$ cat config.mk
export PLATFORM = sky130hd
export DESIGN_NAME = keypad_scanner
export DESIGN_NICKNAME = d
export VERILOG_FILES = /design/src/rtl/keypad_scanner.sv
export SDC_FILE = /design/constraint.sdc
export NUM_CORES = 1
export LEC_CHECK = 0
export ABC_AREA = 1
export CAP_MARGIN = 20
export CORE_UTILIZATION = 69
export DETAILED_ROUTE_END_ITERATION = 8
export DONT_BUFFER_PORTS = 1
export GPL_TIMING_DRIVEN = 0
export PLACE_DENSITY = 0.85
export SETUP_SLACK_MARGIN = 0.5
export SYNTH_ARGS = -nofsm -noshare
export SYNTH_HDL_FRONTEND = slang
export SYNTH_SLANG_ARGS = --single-unit
export TNS_END_PERCENT = 10
$ cat constraint.sdc
create_clock -name clk -period 8.95 [get_ports clk]
set_input_delay 2.685 -clock clk [delete_from_list [all_inputs] [get_ports clk]]
set_output_delay 2.685 -clock clk [all_outputs]
set_load 0.05 [all_outputs]
$ cat src/rtl/keypad_scanner.sv
// rtl/keypad_scanner.sv - row-scanning keypad controller with debounce FSM and key-event FIFO
module keypad_scanner #(
  parameter  int ROWS       = 4,
  parameter  int COLS       = 4,
  parameter  int SCAN_DIV   = 50000,
  parameter  int DEBOUNCE   = 3,
  parameter  int FIFO_DEPTH = 4,
  localparam int KW         = $clog2(ROWS*COLS)
) (
  input  logic          clk,
  input  logic          reset_n,
  output logic [ROWS-1:0] row,
  input  logic [COLS-1:0] col,
  output logic          key_valid,
  input  logic          key_ready,
  output logic [KW-1:0] key_code,
  output logic          key_held,
  output logic          overflow
);

  localparam int NK   = ROWS * COLS;
  localparam int DW   = $clog2(SCAN_DIV);
  localparam int RW   = $clog2(ROWS);
  localparam int CW   = $clog2(DEBOUNCE + 1);
  localparam int PW   = $clog2(FIFO_DEPTH);
  localparam int CNTW = $clog2(FIFO_DEPTH + 1);

  localparam logic [DW-1:0]   DWELL_LAST = DW'(SCAN_DIV - 1);
  localparam logic [RW-1:0]   ROW_LAST   = RW'(ROWS - 1);
  localparam logic [CW-1:0]   DEB        = CW'(DEBOUNCE);
  localparam logic [CNTW-1:0] FIFO_FULL  = CNTW'(FIFO_DEPTH);

  typedef enum logic [1:0] {S_IDLE, S_PRESS_DB, S_HELD, S_REL_DB} state_t;

  // Registers
  logic [COLS-1:0] col_s1_q, col_s1_d, col_s2_q, col_s2_d;
  logic [DW-1:0]   dwell_q, dwell_d;
  logic [RW-1:0]   row_idx_q, row_idx_d;
  logic [ROWS-1:0] row_q, row_d;
  logic [NK-1:0]   frame_q, frame_d;
  state_t          state_q, state_d;
  logic [CW-1:0]   dbc_q, dbc_d;
  logic [KW-1:0]   cand_q, cand_d;
  logic            key_held_q, key_held_d;
  logic [KW-1:0]   mem_q [FIFO_DEPTH];
  logic [KW-1:0]   mem_d [FIFO_DEPTH];
  logic [PW-1:0]   wr_ptr_q, wr_ptr_d, rd_ptr_q, rd_ptr_d;
  logic [CNTW-1:0] count_q, count_d;
  logic            key_valid_q, key_valid_d;
  logic [KW-1:0]   key_code_q, key_code_d;
  logic            overflow_q, overflow_d;

  // Combinational helpers
  logic            dwell_last, frame_end;
  logic [NK-1:0]   frame_now;
  logic            any_key, multi_key, cls_none, cls_one;
  logic [KW-1:0]   hit_code;
  logic [CW-1:0]   dbc_inc;
  logic            push, pop, full, push_ok;

  assign row       = row_q;
  assign key_valid = key_valid_q;
  assign key_code  = key_code_q;
  assign key_held  = key_held_q;
  assign overflow  = overflow_q;

  // Column synchronizer, row scan timing and frame image accumulation
  always_comb begin
    col_s1_d   = col;
    col_s2_d   = col_s1_q;
    dwell_last = (dwell_q == DWELL_LAST);
    frame_end  = dwell_last && (row_idx_q == ROW_LAST);
    dwell_d    = dwell_last ? '0 : dwell_q + DW'(1);
    row_idx_d  = row_idx_q;
    if (dwell_last) begin
      row_idx_d = (row_idx_q == ROW_LAST) ? '0 : row_idx_q + RW'(1);
    end
    row_d = ~(ROWS'(1) << row_idx_d);
    // Image including the sample taken this cycle, so the last row is seen at frame end
    frame_now = frame_q;
    if (dwell_last) begin
      frame_now[int'(row_idx_q)*COLS +: COLS] = ~col_s2_q;
    end
    frame_d = frame_end ? '0 : frame_now;
  end

  // Classify the frame image as no key, exactly one key (with code) or several keys
  always_comb begin
    any_key   = 1'b0;
    multi_key = 1'b0;
    hit_code  = '0;
    for (int i = 0; i < NK; i++) begin
      if (frame_now[i]) begin
        if (any_key) multi_key = 1'b1;
        any_key  = 1'b1;
        hit_code = KW'(i);
      end
    end
    cls_none = !any_key;
    cls_one  = any_key && !multi_key;
  end

  // Debounce FSM, advanced once per frame
  always_comb begin
    state_d = state_q;
    dbc_d   = dbc_q;
    cand_d  = cand_q;
    push    = 1'b0;
    dbc_inc = dbc_q + CW'(1);
    if (frame_end) begin
      case (state_q)
        S_IDLE: begin
          if (cls_one) begin
            state_d = S_PRESS_DB;
            cand_d  = hit_code;
            dbc_d   = CW'(1);
          end
        end
        S_PRESS_DB: begin
          if (cls_one && (hit_code == cand_q)) begin
            if (dbc_inc == DEB) begin
              push    = 1'b1;
              state_d = S_HELD;
              dbc_d   = '0;
            end else begin
              dbc_d = dbc_inc;
            end
          end else if (cls_one) begin
            cand_d = hit_code;
            dbc_d  = CW'(1);
          end else begin
            state_d = S_IDLE;
            dbc_d   = '0;
          end
        end
        S_HELD: begin
          if (cls_none) begin
            state_d = S_REL_DB;
            dbc_d   = CW'(1);
          end
        end
        S_REL_DB: begin
          if (cls_none) begin
            if (dbc_inc == DEB) begin
              state_d = S_IDLE;
              dbc_d   = '0;
            end else begin
              dbc_d = dbc_inc;
            end
          end else begin
            state_d = S_HELD;
            dbc_d   = '0;
          end
        end
        default: state_d = S_IDLE;
      endcase
    end
    key_held_d = (state_d == S_HELD) || (state_d == S_REL_DB);
  end

  // Event FIFO; a push on a full FIFO is only accepted when a pop frees the head slot
  always_comb begin
    pop        = key_valid_q && key_ready;
    full       = (count_q == FIFO_FULL);
    push_ok    = push && (!full || pop);
    overflow_d = push && full && !pop;
    mem_d      = mem_q;
    if (push_ok) mem_d[wr_ptr_q] = cand_q;
    wr_ptr_d = push_ok ? wr_ptr_q + PW'(1) : wr_ptr_q;
    rd_ptr_d = pop ? rd_ptr_q + PW'(1) : rd_ptr_q;
    case ({push_ok, pop})
      2'b10:   count_d = count_q + CNTW'(1);
      2'b01:   count_d = count_q - CNTW'(1);
      default: count_d = count_q;
    endcase
    key_valid_d = (count_d != '0);
    key_code_d  = mem_d[rd_ptr_d];
  end

  // State registers; synchronizer resets to the idle (released) column level
  always_ff @(posedge clk or negedge reset_n) begin
    if (!reset_n) begin
      col_s1_q    <= '1;
      col_s2_q    <= '1;
      dwell_q     <= '0;
      row_idx_q   <= '0;
      row_q       <= '1;
      frame_q     <= '0;
      state_q     <= S_IDLE;
      dbc_q       <= '0;
      cand_q      <= '0;
      key_held_q  <= 1'b0;
      for (int i = 0; i < FIFO_DEPTH; i++) mem_q[i] <= '0;
      wr_ptr_q    <= '0;
      rd_ptr_q    <= '0;
      count_q     <= '0;
      key_valid_q <= 1'b0;
      key_code_q  <= '0;
      overflow_q  <= 1'b0;
    end else begin
      col_s1_q    <= col_s1_d;
      col_s2_q    <= col_s2_d;
      dwell_q     <= dwell_d;
      row_idx_q   <= row_idx_d;
      row_q       <= row_d;
      frame_q     <= frame_d;
      state_q     <= state_d;
      dbc_q       <= dbc_d;
      cand_q      <= cand_d;
      key_held_q  <= key_held_d;
      for (int i = 0; i < FIFO_DEPTH; i++) mem_q[i] <= mem_d[i];
      wr_ptr_q    <= wr_ptr_d;
      rd_ptr_q    <= rd_ptr_d;
      count_q     <= count_d;
      key_valid_q <= key_valid_d;
      key_code_q  <= key_code_d;
      overflow_q  <= overflow_d;
    end
  end

endmodule

# [Word-level counts from Yosys, hierarchy flattened]
# Index checks and enable logic that the tools add are counted.
[totals] input_bits=7 reg_bits=84 output_inout_bits=11
[classes] magnitude_cmp=3 eq_ne=15 reduce_logical=18 mux=99 n_addsub=8 n_bitwise=4 shifts=3
[op_table] op="4-bit two-way mux" count=19
[op_table] op="16-bit two-way mux" count=4
[op_table] op="1-bit two-way mux" count=52
[op_table] op="4-bit negation with 33-bit output" count=1
[op_table] op="4-bit by 33-bit variable shift with 16-bit output (first input constant)" count=1
[op_table] op="4-bit by 33-bit variable part select with 16-bit output" count=1
[op_table] op="16-bit bitwise mux" count=2
[op_table] op="2-bit two-way mux" count=16
[op_table] op="16-bit by 1-bit adder with 16-bit output (second input constant)" count=1
[op_table] op="16-bit == test (second input constant)" count=1
[op_table] op="2-bit one-hot mux with 4 select lines" count=2
[op_table] op="2-bit == test (second input constant)" count=7
[op_table] op="2-bit by 1-bit adder with 2-bit output (second input constant)" count=4
[op_table] op="4-bit binary-select mux with 2-bit select" count=1
[op_table] op="4-bit demux with 2-bit select" count=1
[op_table] op="1-bit logical AND" count=8
[op_table] op="4-bit NOT" count=2
[op_table] op="4-bit one-hot mux with 2 select lines" count=1
[op_table] op="3-bit >= comparator (second input constant)" count=2
[op_table] op="2-bit != test (second input constant)" count=3
[op_table] op="2-bit NOT with 3-bit output" count=2
[op_table] op="3-bit one-hot mux with 2 select lines" count=1
[op_table] op="3-bit AND reduction" count=2
[op_table] op="2-bit by 1-bit == test with 1-bit output (second input constant)" count=2
[op_table] op="other kinds (11)" count=14

# [Depth between registers and ports, before layout]
[depth] depth_word=46 depth_mapped=32

# [Worst setup path before layout]
# Ideal clock, no wire load.
[synth_timing] path_type="input -> register" from="in key_ready" to="reg key_valid_q, in the netlist key_valid" path_stages=7 setup_ns=0.131 path_slack_ns=4.588 required_time_ns=8.819 arrival_time_ns=4.230 path_buffers=0 cell_sequence="nand2_1 > nand3_1 > nand2_1 > ha_1 > fa_1 > mux2_2 > or3_1"
[synth_between] elab_chain_len=6
[synth_rtl] element="from (decl)" line_no="15" source="input logic key_ready,"
[synth_rtl] element="1-bit logical AND (*)" line_no="163" source="pop = key_valid_q && key_ready;"
[synth_rtl] element="1-bit logical OR" line_no="165" source="push_ok = push && (!full || pop);"
[synth_rtl] element="1-bit logical AND" line_no="165"
[synth_rtl] element="2-bit by 1-bit == test with 1-bit output / 2-bit == test (equally long branches)" line_no="171" source="case ({push_ok, pop})"
[synth_rtl] element="3-bit one-hot mux with 2 select lines (*)" line_no="171"
[synth_rtl] element="via count_d[1]" line_no="48" source="logic [CNTW-1:0] count_q, count_d;"
[synth_rtl] element="3-bit nonzero test (*)" line_no="176" source="key_valid_d = (count_d != '0);"
[synth_rtl] element="via key_valid_d" line_no="49" source="logic key_valid_q, key_valid_d;"
[synth_rtl] element="to (signal assigned)" line_no="215" source="key_valid_q <= key_valid_d;"
[synth_rtl] element="to (decl)" line_no="49"
# Mark *: on every way through the listed nets, which the timed path passes. The rest lies on a longest branch.
# A chain may end at the register's enable or synchronous reset.

# [Worst setup path after layout]
[layout_timing] from="reg row_idx_q[0]" to="reg key_valid_q, in the netlist key_valid"
[layout_between] elab_chain_len=45
[layout_rtl] element="from (decl)" line_no="38" source="logic [RW-1:0] row_idx_q, row_idx_d;"
[layout_rtl] element="from (signal assigned)" line_no="204" source="row_idx_q <= row_idx_d;"
[layout_rtl] element="4-bit negation with 33-bit output" line_no="82" source="frame_now[int'(row_idx_q)*COLS +: COLS] = ~col_s2_q;"
[layout_rtl] element="4-bit by 33-bit variable part select with 16-bit output / 4-bit by 33-bit variable shift with 16-bit output (equally long branches)" line_no="82"
[layout_rtl] element="16-bit bitwise mux" line_no="82"
[layout_rtl] element="16-bit two-way mux" line_no="81" source="if (dwell_last) begin"
[layout_rtl] element="1-bit two-way mux" line_no="93" source="if (frame_now[i]) begin"
[layout_rtl] element="1-bit two-way mux" line_no="94" source="if (any_key) multi_key = 1'b1;"
[layout_rtl] element="1-bit two-way mux" line_no="93"
[layout_rtl] element="1-bit two-way mux" line_no="94"
[layout_rtl] element="[... 31 more ...]"
[layout_rtl] element="1-bit two-way mux" line_no="111" source="case (state_q)"
[layout_rtl] element="1-bit two-way mux (*)" line_no="110" source="if (frame_end) begin"
[layout_rtl] element="1-bit logical AND (*)" line_no="165"
[layout_rtl] element="2-bit by 1-bit == test with 1-bit output / 2-bit == test (equally long branches)" line_no="171"
[layout_rtl] element="3-bit one-hot mux with 2 select lines (*)" line_no="171"
[layout_rtl] element="via count_d[2]" line_no="48"
[layout_rtl] element="3-bit nonzero test (*)" line_no="176"
[layout_rtl] element="via key_valid_d" line_no="49"
# Marked as above.

==> flow_metrics.tcl <==
set metrics [dict create \
    irDropWorstVdd_uv 116 \
    initial_core_util 0.711 \
    power.internal_uw 549 \
    hp-class "flop to flop" \
    start_kind "flop" \
    grt_pass1_vias 3735 \
    synthCells 595 \
    dieWidth_um 85.4 \
    synthFlopType "dfrtp_1" \
    gp_congestion 0.869 \
    rsz0062_at_grt "false" \
    drt_iter0_drc 192 \
    fp-row-count 30 \
    clockPowerShare 0.438 \
    whs_path_depth 0 \
    tightest_slew_ns 0.669 \
    cts_hold_buf 0 \
    antenna_found_initial 0 \
    fp.dieArea_um2 7300 \
    place_hpwl_um 6780 \
    clkTransAtPathRegs_ns 0.08 \
    slowest_delay_ns 0.44 \
    synthArstFlopShare 1.00 \
    post-route-util 0.759 \
    hold_path.startpoint "col_s1_q[1]$_DFF_PN1_" \
    synth_fp_nets 614 \
    synth_area_per_cell_um2 8.07 \
    path_delay_family "simple AND/OR/NAND/NOR gates" \
    cts_tree "yes" \
    synth_edf_count 0 \
    r2r_start "row_idx_q[0]$_DFF_PN0_" \
    clockRootBuffer "clkbuf_8" \
    clockBufferDepth 2 \
    hold_end "col_s2_q[1]$_DFF_PN1_" \
    cpMaxStageDelayCell "ha_1" \
    finalCriticalPeriod_ns 4.96 \
    viasPerCell 5.51 \
    rrSetupSlack_ns 3.99 \
    synth-seq-cells 84 \
    synth.distinct_cells 41 \
    ys_warn_count 0 \
    cts_buffers 9 \
    fin_worst_skew_ns 0.00810 \
    cp.required_ns 9.18 \
    max_freq_ghz 0.202 \
    wl_per_cell_um 13.4 \
    final_nets 625 \
    synthToLayoutAreaGrowth_pct 6.80 \
    routed_wl_um 9250 \
    htree_levels 3 \
    path_max_fanout 9 \
    fin_crit_sh 0.554 \
    p_sw_uw 137 \
    cap_violations 0 \
    instances_no_fill 691 \
    seq_area_frac_synth 0.441 \
    setup_viol 0 \
    drv_slew 0 \
    relSlewSlack 0.552 \
    chipHeight_um 85.4 \
    post-cts-setup-buffers 0 \
    route.detailed.drc 0 \
    hold_viol 0 \
    combPwrFrac 0.003 \
    critPathCaptureType "flop" \
    coreArea_um2 6760 \
    drive_gt1_frac 0.159 \
    setup_tns_ns 0 \
    final_cell_mix "139 x nand2_1, 82 x inv_1, 72 x dfrtp_1, 60 x nor2_1, 53 x nand3_1" \
    gr-usage-all-layers 0.286 \
    power_density_nw_per_um2 134 \
    ioPinCount 18 \
    clkSinkCount 84 \
    cts_resized 0 \
    path_class "flop to flop" \
    dr.pass1.iters 5 \
    cp.depth 28 \
    grt_max_degree 85 \
    rr_worst_depth 28 \
    port_buffers 0 \
    grt-ovfl-total 0 \
    status "completed" \
    leakagePower_uw 0.00266 \
    seqPwrFrac 0.559 \
    arrival_ns 5.19 \
    critical_path_buf_inv_count 3 \
    mostFrequentLayoutCell "nand2_1" \
    diodes 0 \
    postRouteAntennaNets 0 \
    cpMostUsedCell "nand2_1" \
    clk_latency_ns 0.35 \
    sw_frac_of_total 0.199 \
    timing.rr.end "key_valid$_DFF_PN0_" \
    synthesis.area_um2 4800 \
    dp.cells 675 \
    grt_first_pass_wirelength_um 16500 \
    hold_slack_ns 0.360 \
    num_vias 3806 \
]
==> power by group through the flow <==
stage               combinational, uW  sequential, uW  clock (uW)
floorplan                        1.31             391           0
global placement                 1.77             391           0
detailed placement               1.77             391           0
CTS                              1.80             384         306
global route                     2.01             384         318
finish                           1.87             384         300
==> final cells by class <==
cell class	count	area, um2
multi-input combinational	412	2270
sequential	84	2120
fill	497	1630
inverter	90	342
clock buffer	11	141
tap	80	100
clock inverter	5	85.1
buffer	9	70.1
==> cells by family (layout without fill, tap and decap cells) <==
family	count (synthesis)	count (layout)	synth area share
flip-flops	84	84	0.441
AO/OA/AOI/OAI	59	59	0.0722
AND/OR/NAND/NOR	331	331	0.349
adder cells (fa/ha/maj)	12	12	0.0328
buffers and inverters	99	115	0.0857
XOR/XNOR	8	8	0.0146
multiplexers	2	2	0.00469
==> per-layer routing <==
layer,part of all wire,GRT usage
met3,0.035,0.0370
met1,0.47,0.388
met2,0.48,0.474
met5,0,0
met4,0.018,0.105
==> flip-flops by register name, summed over array words and instances (netlist names), 3 cells and up <==
| register | cells |
|---|---|
| cand_q | 4 |
| col_s1_q | 4 |
| col_s2_q | 4 |
| count_q | 3 |
| dwell_q | 16 |
| frame_q | 16 |
| key_code | 4 |
| mem_q | 16 |
| row | 4 |
==> through the flow <==
stage                     cell area, um2  power, uW  setup WS (ns)
after floorplan                     4800        392           4.59
after global placement              4900        393           4.28
after detailed placement            4900        393           4.09
after CTS                           5130        692           4.00
after global routing                5130        704           3.53
final                               5130        686           3.99
==> Yosys cell counts (5+ instances only) <==
cell / instances / area, um2
nand2_1: 139 / 522
nor2_1: 60 / 225
ha_1: 11 / 138
nor2_4: 11 / 124
nand2_2: 13 / 81.3
nor2_2: 7 / 43.8
a21oi_1: 14 / 70.1
inv_1: 82 / 308
dfstp_2: 12 / 315
dfrtp_1: 72 / 1800
o21ai_1: 5 / 25.0
o21ai_2: 10 / 87.6
nand3_1: 53 / 265
nor3_1: 9 / 45.0
nand2_4: 7 / 78.8
o21ai_0: 24 / 120
nand4_1: 20 / 125
==> worst max path at each step <==
stage | from | to | slack, ns
after floorplan | key_ready | key_valid$_DFF_PN0_ | 4.59
after global placement | row_idx_q[0]$_DFF_PN0_ | key_valid$_DFF_PN0_ | 4.28
after detailed placement | row_idx_q[0]$_DFF_PN0_ | key_valid$_DFF_PN0_ | 4.09
after CTS | row_idx_q[0]$_DFF_PN0_ | key_valid$_DFF_PN0_ | 4.00
after global routing | row_idx_q[0]$_DFF_PN0_ | key_valid$_DFF_PN0_ | 3.53
final | row_idx_q[0]$_DFF_PN0_ | key_valid$_DFF_PN0_ | 3.99
(Power assumes the default switching activity.)
